==> src/rtl/pipe_ctrl.sv <==
// Y86-64 pipeline control: hazard stall/bubble generation wrapped in a run-state
// machine with watchdog, exit-status latch and saturating performance counters.
module pipe_ctrl #(
    parameter int unsigned CNT_W      = 32,
    parameter int unsigned MAX_CYCLES = 100000
) (
    input  logic             clk,
    input  logic             reset,
    input  logic             start,
    input  logic [3:0]       D_icode,
    input  logic [3:0]       E_icode,
    input  logic [3:0]       M_icode,
    input  logic [3:0]       E_dstM,
    input  logic [3:0]       d_srcA,
    input  logic [3:0]       d_srcB,
    input  logic             e_Cnd,
    input  logic [1:0]       m_stat,
    input  logic [1:0]       W_stat,
    output logic             F_stall,
    output logic             D_stall,
    output logic             D_bubble,
    output logic             E_bubble,
    output logic             M_bubble,
    output logic             W_stall,
    output logic             set_cc,
    output logic [1:0]       state,
    output logic [1:0]       final_stat,
    output logic             timeout,
    output logic [CNT_W-1:0] cycle_cnt,
    output logic [CNT_W-1:0] stall_cnt,
    output logic [CNT_W-1:0] bubble_cnt,
    output logic [CNT_W-1:0] mispred_cnt
);

    localparam logic [1:0] STAT_AOK = 2'd0;
    localparam logic [1:0] STAT_HLT = 2'd1;
    localparam logic [3:0] I_OPQ    = 4'h6;
    localparam logic [3:0] I_JXX    = 4'h7;
    localparam logic [3:0] I_MRMOVQ = 4'h5;
    localparam logic [3:0] I_RET    = 4'h9;
    localparam logic [3:0] I_POPQ   = 4'hB;
    localparam logic [3:0] R_NONE   = 4'hF;
    localparam logic [CNT_W-1:0] WD_LAST = CNT_W'(MAX_CYCLES - 1);

    typedef enum logic [1:0] {IDLE = 2'd0, RUN = 2'd1, HALTED = 2'd2, FAULT = 2'd3} state_t;

    state_t stateQ, stateNext;
    logic   loadUse, retP, misPred, excM, excW, wdHit;

    assign loadUse = (E_icode == I_MRMOVQ || E_icode == I_POPQ) && (E_dstM != R_NONE)
                     && (E_dstM == d_srcA || E_dstM == d_srcB);
    assign retP    = (D_icode == I_RET) || (E_icode == I_RET) || (M_icode == I_RET);
    assign misPred = (E_icode == I_JXX) && !e_Cnd;
    assign excM    = (m_stat != STAT_AOK);
    assign excW    = (W_stat != STAT_AOK);
    assign wdHit   = (MAX_CYCLES != 0) && (cycle_cnt == WD_LAST);
    assign state   = stateQ;

    // State register
    always_ff @(posedge clk) begin
        if (reset) stateQ <= IDLE;
        else       stateQ <= stateNext;
    end

    // Next state: a writeback exception outranks the watchdog
    always_comb begin
        stateNext = stateQ;
        case (stateQ)
            IDLE:    if (start) stateNext = RUN;
            RUN: begin
                if (W_stat == STAT_HLT) stateNext = HALTED;
                else if (excW)          stateNext = FAULT;
                else if (wdHit)         stateNext = FAULT;
            end
            default: stateNext = stateQ;
        endcase
    end

    // Pipeline control outputs
    always_comb begin
        F_stall  = 1'b0;
        D_stall  = 1'b0;
        D_bubble = 1'b0;
        E_bubble = 1'b0;
        M_bubble = 1'b0;
        W_stall  = 1'b0;
        set_cc   = 1'b0;
        case (stateQ)
            IDLE: begin
                F_stall  = 1'b1;
                D_bubble = 1'b1;
                E_bubble = 1'b1;
                M_bubble = 1'b1;
            end
            RUN: begin
                F_stall  = loadUse | retP;
                D_stall  = loadUse;
                D_bubble = misPred | (!loadUse & retP);
                E_bubble = misPred | loadUse;
                M_bubble = excM | excW;
                W_stall  = excW;
                set_cc   = (E_icode == I_OPQ) && !excM && !excW;
            end
            default: begin
                F_stall  = 1'b1;
                D_bubble = 1'b1;
                E_bubble = 1'b1;
                M_bubble = 1'b1;
                W_stall  = 1'b1;
            end
        endcase
    end

    function automatic logic [CNT_W-1:0] satInc(input logic [CNT_W-1:0] v, input logic en);
        return (en && (v != '1)) ? v + CNT_W'(1) : v;
    endfunction

    // Exit status capture
    always_ff @(posedge clk) begin
        if (reset) begin
            final_stat <= STAT_AOK;
            timeout    <= 1'b0;
        end else if (stateQ == RUN && stateNext != RUN) begin
            final_stat <= W_stat;
            timeout    <= !excW && wdHit;
        end
    end

    // Performance counters, live only in RUN
    always_ff @(posedge clk) begin
        if (reset) begin
            cycle_cnt   <= '0;
            stall_cnt   <= '0;
            bubble_cnt  <= '0;
            mispred_cnt <= '0;
        end else if (stateQ == RUN) begin
            cycle_cnt   <= satInc(cycle_cnt, 1'b1);
            stall_cnt   <= satInc(stall_cnt, F_stall);
            bubble_cnt  <= satInc(bubble_cnt, D_bubble | E_bubble);
            mispred_cnt <= satInc(mispred_cnt, misPred);
        end
    end

endmodule

==> config.mk <==
export PLATFORM = sky130hd
export DESIGN_NAME = pipe_ctrl
export DESIGN_NICKNAME = d
export VERILOG_FILES = /design/src/rtl/pipe_ctrl.sv
export SDC_FILE = /design/constraint.sdc
export NUM_CORES = 1
export LEC_CHECK = 0
export ABC_AREA = 1
export BUFFER_PORTS_ARGS = -buffer_cell sky130_fd_sc_hd__buf_2
export CAP_MARGIN = 20
export CORE_MARGIN = 10
export CORE_UTILIZATION = 38
export DETAILED_ROUTE_END_ITERATION = 6
export GPL_TIMING_DRIVEN = 0
export PLACE_DENSITY = 0.64
export SLEW_MARGIN = 0
export SYNTH_ARGS = -nofsm -noshare
export SYNTH_HDL_FRONTEND = slang
export SYNTH_SLANG_ARGS = --single-unit
==> constraint.sdc <==
create_clock -name clk -period 4.16 [get_ports clk]
set_input_delay 0.416 -clock clk [delete_from_list [all_inputs] [get_ports clk]]
set_output_delay 0.416 -clock clk [all_outputs]
set_load 0.01 [all_outputs]
# Word level (Yosys, flattened, before mapping)
# Index checks and enable logic that the tools add are counted.
[word_totals]
regBits = 133
latch_bits = 0
mem_bits_rw = 0
mem_bits_ro = 0
input_bits = 32
output_inout_bits = 140
n_memories = 0
[op_classes]
add_sub_neg = 4
mul = 0
div_mod_pow = 0
magnitude_cmp = 0
n_eq_ne = 18
shift = 0
mux = 12
bitwise_logic = 6
reduce_logical = 25
[op_table]
columns = ["op", "count"]
rows = [
  ["32-bit by 1-bit adder with 32-bit output, second input constant", 4],
  ["32-bit inequality test, second input constant", 4],
  ["32-bit by 17-bit == test with 1-bit output, second input constant", 1],
  ["4-bit == test, second input constant", 4],
  ["4-bit by 3-bit == test with 1-bit output, second input constant", 3],
  ["1-bit logical AND", 10],
  ["4-bit == test", 2],
  ["2-bit 2-to-1 mux", 4],
  ["2-bit AND reduction", 4],
  ["1-bit 2-to-1 mux", 6],
  ["1-bit bitwise OR", 5],
  ["2-bit by 1-bit == test with 1-bit output, second input constant", 2],
  ["1-bit logical NOT", 4],
  ["1-bit logical OR", 4],
  ["4-bit inequality test, second input constant", 1],
  ["2-bit one-hot mux with 2 select lines", 1],
  ["2-bit nonzero test", 2],
  ["2-bit logical NOT", 1],
  ["2-bit by 1-bit inequality test with 1-bit output, second input constant", 1],
  ["1-bit one-hot mux with 2 select lines", 1],
  ["1-bit AND", 1],
]

# Logic depth before layout (Yosys ltp)
# Gate-level depths: netlist of run 1.
[depth]
ltp_word = 11
ltp_mapped = 12

# Worst setup path before layout of run 1
# No wires, ideal clock.
[synth_path]
kind = "reg2reg"
start = "reg bubble_cnt[0]"
end = "reg bubble_cnt[2]"
setup_ns = 0.071
arrival_time_ns = 1.641
t_required_ns = 4.089
setup_slack_ns = 2.448
path_stages_with_launch = 13
path_buffers = 1
cell_sequence = "dfxtp_1 -> ha_1 -> nand3_1 -> nor2_2 -> nand3_1 -> nor2_1 -> nand3_1 -> nand2_1 -> inv_2 -> nand2_4 -> buf_6 -> nand2_1 -> a21oi_1"
[synth_between]
elab_chain_cells = 3
[synth_rtl]
columns = ["item", "line", "text"]
rows = [
  ["start: declaration", "31", "output logic [CNT_W-1:0] bubble_cnt,"],
  ["start signal: assignment", "139", "bubble_cnt <= satInc(bubble_cnt, D_bubble | E_bubble);"],
  ["parallel branches: the longest is 3 deep, another holds 32-bit by 1-bit adder with 32-bit output", "-", ""],
]
# Several ways; the timed one is not identified.
# A chain may end at the register's enable or synchronous reset.

# Worst setup path after layout of run 1
[layout_path]
start = "reg stateQ[0] (netlist: state[0])"
end = "out F_stall"
[layout_between]
elab_chain_cells = 2
[layout_rtl]
columns = ["item", "line", "text"]
rows = [
  ["start: declaration", "47", "state_t stateQ, stateNext;"],
  ["start signal: assignment", "62", "else stateQ <= stateNext;"],
  ["2-bit by 1-bit == test with 1-bit output", "88", "case (stateQ)"],
  ["1-bit 2-to-1 mux", "88", ""],
  ["end: declaration", "19", "output logic F_stall,"],
]
# No other way between the ends.

==> run metrics, run 1 <==
status=finished clean; I/O pin count=172; # resized after CTS=0; mux cell area share after synthesis=0; Hold Path Class=input pin to flip-flop; R2R cell count=12; max layer used=met4; Max H-tree Level=4; Starting Density=0.388; Post-Synth Simple-Gate Area=0.424; synth-to-layout area growth=22.1%; hpwl dp=22,800 um; synthesis warning total=0; CP most frequent cell=inv_2; Pre-antenna DRT Iters=5; Net Sw Power=0.803 mW; Least-Margin Pin Slew=roughly 1.1 ns; endpoints failing setup=0; part of the power in the clock network=0.528; Finished Layout Cells=1,853; Sw Share=0.243; cell area after layout=10,400 um^2; Std-Cell Rows=54; worst path arrival time=1.79 ns; Min Clock Period, post-route=2.21 ns; peak supply drop=0.000236 V; metal2 WL=13,000 um; fmax=453 MHz; R2R Path Start=bubble_cnt[0]; diode count=0; Root Buffer=clkbuf_16; TritonCTS clock tree=built; Worst setup endpoint=F_stall; Compound-Gate Fraction of Synth Area=0.0938; Clk Latency, worst-skew pair=0.43 ns; Cells after Synth=1,371; clock sink count=133; global-route wire length before repair=47,100 um; worst clock skew=0.0123 ns; Distinct cells, synth=33; sequential fraction of the synthesis area=0.314; vias=9,371; die height=169 um; CP startpoint kind=flip-flop; crit path cell chain=inv_2 > nor2_4 > inv_2 > nor2_1 > nand2_1 > buf_2; worst path bufs/invs=3; Port Buffer Count=171; FF-to-FF setup slack=around 2.0 ns; Max transition margin=0.274; final net count=1,597; largest family of logic cells by synthesized area=simple AND/OR/NAND/NOR gates; Max-Cap Viols=0; routed length per instance=~16 um; Logic pwr share=0.080; vias in the first global route=between 8,000 and 9,000; DP Cell Count=1,822; area post-placement=9690 um^2; Crit. path cell count=6; XOR/XNOR share of the synthesized area=0.0867; hold violation count in the final report=0; hold_buf cts=0; R2R Path End=bubble_cnt[31]; fill count=~2,400; antenna viol nets, final=0; gr usage total=0.199; Sum Neg Setup Slack=0 ns; CP max-delay cell=dfxtp_1; worst-case clock buffer depth=2; crit path capture type=output port; Mapped Area=~8500 um^2; Tcrit/Tclk final=0.531; mean post-synth cell area=6.19 um^2; static leakage=just over 4 nW; sequential power share=0.392; initial antenna violation count=0; detailed-route wire length=29,000 um; met3 WL=approximately 2200 um; Setup Buffers After CTS=0; RSZ-0062 raised after global routing=no; Remaining DRCs=0; core area=21,900 um^2; Power Internal=2.51 mW; largest net degree at the start of global routing=17; Num CTS Buffers=17; Req. time, crit path=3.74 ns; Clock transition at path regs=0.06 ns; global route overflow=0; Worst Setup SP=state[0]; area share of fa/ha/maj cells after synthesis=0.00590; met1 WL=13,400 um; Starting DRT DRC Count=645; pwr dens=319 nW/um^2; CP top delay family=simple AND/OR/NAND/NOR gates; crit-path max FO=4; post-synthesis register bit count=133; vias per inst=between 5 and 6; WS Path Type=flip-flop to output port; Crit path largest cell delay=approximately 0.38 ns; max-slew violation count=0; Synth Net Count=1,407; gp weighted congestion=0.939; die area=28,700 um^2; layout cells sized above 1=0.172; DIE WIDTH=169 um
==> registers in the layout (all words and copies together), names as in the netlist <==
name / count
timeout: 1
stall_cnt: 32
cycle_cnt: 32
final_stat: 2
state: 2
mispred_cnt: 32
bubble_cnt: 32
==> worst register-to-register path: stages, from the launching register on <==
cell and delay, ns:
dfxtp_1 0.46, ha_1 0.34, nand3_1 0.13, nor2_2 0.20, nand3_1 0.12, nor2_1 0.13
nand3_1 0.10, nand2_1 0.08, inv_2 0.07, nand2_4 0.11, buf_6 0.16, nand2_1 0.06
a21oi_1 0.12
==> Yosys cell counts (all sizes together) <==
library cell,count,area [um^2]
buf,28,211
nand2,474,1810
clkbuf,13,48.8
o21ai,29,145
or2,1,6.26
dfxtp,133,2660
a21oi,118,598
nand3b,3,22.5
xor2,53,464
a21boi,6,45.0
ha,4,50.1
o21bai,1,7.51
inv,103,387
nand4,25,156
nor4,4,25.0
nor3b,6,70.1
nor2,210,828
nand3,72,375
xnor2,31,272
and3,1,6.26
nor3,56,295
==> layer usage <==
layer / global-route usage / vias up
met4: 0.0638 / 0
met1: 0.261 / 4248
li1: - / 4775
met3: 0.0472 / 37
met5: 0 / -
met2: 0.316 / 311
==> area by class of cell <==
| class | count | area [um^2] | share of cell area |
|---|---|---|---|
| inverters | 103 | 387 | 0.0373 |
| clock inverters | 12 | 226 | 0.0219 |
| repair buffers | 171 | 856 | 0.0826 |
| clock buffers | 19 | 443 | 0.0427 |
| well taps | 280 | 350 | 0.0338 |
| multi-input cells | 1094 | 5180 | 0.500 |
| flip-flops and latches | 133 | 2660 | 0.257 |
| plain buffers | 41 | 260 | 0.0251 |
==> cell families after synthesis <==
family / Yosys count
and+or+nand+nor: 852
AOI/OAI and AO/OA: 154
buffers and inverters: 144
DFF: 133
xor gates and xnor gates: 84
adders and majority gates: 4
==> through the flow <==
stage | hold WS, ns | setup WS (ns) | power [mW] | utilization
floorplan | 0.484 | 2.45 | 1.49 | -
global placement | 0.450 | 2.08 | 1.59 | 0.443
detailed placement | 0.455 | 2.06 | 1.59 | 0.443
CTS | 0.287 | 1.88 | 3.33 | 0.473
global route | 0.302 | 1.78 | 3.41 | 0.473
finish | 0.294 | 1.95 | 3.31 | 0.473
==> power by group through the flow <==
stage	registers (mW)	logic [mW]	clock network, mW
3_3_place_gp	1.32	0.266	0
4_1_cts	1.30	0.270	1.77
5_1_grt	1.30	0.297	1.81
3_5_place_dp	1.32	0.268	0
2_1_floorplan	1.33	0.160	0
6_report	1.30	0.266	1.75
==> layout by cell type (no fill, tap or decap), types with 14 or more instances in the layout <==
cell       Yosys  final
nor3_1        53     53
nand3_1       69     69
nor2_1       200    200
xnor2_1       31     31
clkbuf_1      13     14
a21oi_1      116    116
o21ai_0       26     26
nand2_1      467    467
dfxtp_1      133    133
inv_1         93     93
clkbuf_16      0     17
buf_2         13    184
nand4_1       25     25
xor2_1        53     53
==> worst min-delay path by stage <==
stage                        from            end  slack (ns)  depth (start not counted)
floorplan           final_stat[0]  final_stat[0]        0.48                          2
global placement    final_stat[1]  final_stat[1]        0.45                          2
detailed placement  final_stat[1]  final_stat[1]        0.46                          2
CTS                     W_stat[1]  final_stat[1]        0.29                          3
global route            W_stat[1]  final_stat[1]        0.30                          3
finish                  W_stat[1]  final_stat[1]        0.29                          3
(Power assumes the default switching activity.)
==> run 2: changes to the inputs <==
- PLACE_DENSITY: 0.64 -> 0.66
- clock period: 4.16 -> 2 ns (I/O delays scaled with it)
==> run 2 against run 1 <==
  * Die area did not move
  * Largest power group unchanged
  * Final cell count rose by 0.11%
  * Global-route usage fell by 0.21 points
  * Clock skew fell by 0.0012 ns
  * Critical path type is now flip-flop to flip-flop
  * Wire length barely moved
  * Sequential power rose by 110%
==> run metrics, run 2 (synthesized netlist as in run 1, its figures left out) <==
Hold Path Class=input pin to flip-flop; worst-case clock buffer depth=2; routed length per instance=15.7 um; Pre-antenna DRT Iters=5; Remaining DRCs=0; DP Cell Count=1,822; largest net degree at the start of global routing=17; Starting Density=0.388; Crit path largest cell delay=0.42 ns; R2R Path End=mispred_cnt[21]; vias=9,356; final net count=1,599; post-layout util=0.477; Num CTS Buffers=17; I/O pin count=between 150 and 200; CP max-delay cell=dfxtp_1; crit path cell chain=nand2_1 > nor3_1 > nand2_1 > nor2_4 > nand2_1 > nand3_4 > inv_2 > buf_2 > nand2_1 > a21oi_1; pwr dens=628 nW/um^2; pre-CTS setup slack=-0.0561 ns; vias in the first global route=8,788; hold_buf cts=0; Std-Cell Rows=54; FF-to-FF setup slack=0.12 ns; antenna viol nets, final=0; crit path capture type=flip-flop; global route overflow=0; Max transition margin=0.228; crit-path max FO=10; most common cell after layout, fill and taps aside=nand2_1; static leakage=4.17 nW; Least-Margin Pin Slew=1.16 ns; Max-Cap Viols=0; global-route wire length before repair=46,400 um; commonest cells after routing, fill and taps aside=463 x nand2_1, 194 x nor2_1, 183 x buf_2, 120 x dfxtp_1, 116 x a21oi_1; status=finished clean; Root Buffer=clkbuf_16; R2R Path Start=mispred_cnt[10]; Worst Setup SP=mispred_cnt[10]; initial antenna violation count=0; diode count=0; Max H-tree Level=4; synth-to-layout area growth=23.0%; endpoints failing setup=0; hpwl dp=22,800 um; clock sink count=133; Clock transition at path regs=0.06 ns; layout cells sized above 1=0.193; Req. time, crit path=2.30 ns; vias per inst=between 5 and 6; peak supply drop=0.000484 V; die area=28,700 um^2; core area=between 20,000 and 25,000 um^2; CP startpoint kind=flip-flop; gr usage total=0.197; CP most frequent cell=nand2_1; Clk Latency, worst-skew pair=roughly 0.43 ns; Finished Layout Cells=1,855; Tcrit/Tclk final=0.940; PnR worst setup slack=~0.12 ns; TritonCTS clock tree=built; worst clock skew=approximately 0.011 ns; worst path arrival time=2.18 ns; gp weighted congestion=0.931; max-slew violation count=0; worst hold slack=between 0.08 and 0.09 ns; DIE WIDTH=~170 um; detailed-route wire length=29,100 um; R2R cell count=10; WS Path Type=flip-flop to flip-flop; Port Buffer Count=171; Starting DRT DRC Count=697; Min Clock Period, post-route=1.88 ns; die height=169 um; Worst setup endpoint=mispred_cnt[21]; fmax=532 MHz; Sum Neg Setup Slack=0 ns; hold violation count in the final report=0
-- run 2: cell count changes in the layout (fill, tap and decap cells not counted), sizes merged --
cell    change
buf         +2
bufinv      -3
clkinv      +4
inv         -1
-- run 2: power breakdown --
part / switching, mW / internal, mW / total [mW]
sequential: 0.0282 / 2.67 / 2.70
clock: 1.28 / 2.02 / 3.30
combinational: 0.383 / 0.178 / 0.560
-- run 2: layout make-up --
class	instances	area (um^2)
fill	2366	11400
tap	280	350
clock buffer	19	453
buffer	41	263
timing repair buffer	173	871
inverter	103	387
multi-input combinational	1094	5280
sequential	133	2680
clock inverter	12	155
-- run 2: worst min path at each step --
stage                    endpoint           from  cells after the start  slack [ns]
floorplan           final_stat[0]      W_stat[0]                      2        0.37
global placement    final_stat[1]  final_stat[1]                      2        0.45
detailed placement  final_stat[1]  final_stat[1]                      2        0.46
CTS                 final_stat[0]      W_stat[0]                      3        0.07
global route        final_stat[0]      W_stat[0]                      3        0.08
finish              final_stat[0]      W_stat[0]                      3        0.08
-- run 2: worst max-delay path, delay by kind of cell, from the launching register on --
family	cells	cell delay, ns
simple gates	7	1.01
flops	1	0.42
compound gates	1	0.06
buf+inv	2	0.25
-- run 2: through the flow --
stage / instance area [um^2] / power [mW]
after global placement: 9690 / 3.30
after floorplan: 8490 / 3.09
after global routing: 10400 / 6.79
after CTS: 10300 / 6.60
final: 10400 / 6.56
after detailed placement: 9690 / 3.31
-- run 2: what timing repair did --
action | CTS | global route
setup buffers | 0 | 2
pin swaps | 0 | 4
setup endpoints to repair | 54 | 125
resized for setup | 5 | 37
-- run 2: per-layer routing --
layer / global-route usage / share of wire / vias up
li1: - / - / 4786
met1: 0.262 / 0.47 / 4260
met2: 0.307 / 0.45 / 278
met3: 0.0491 / 0.072 / 32
met4: 0.0615 / 0.014 / 0
met5: 0 / 0 / -
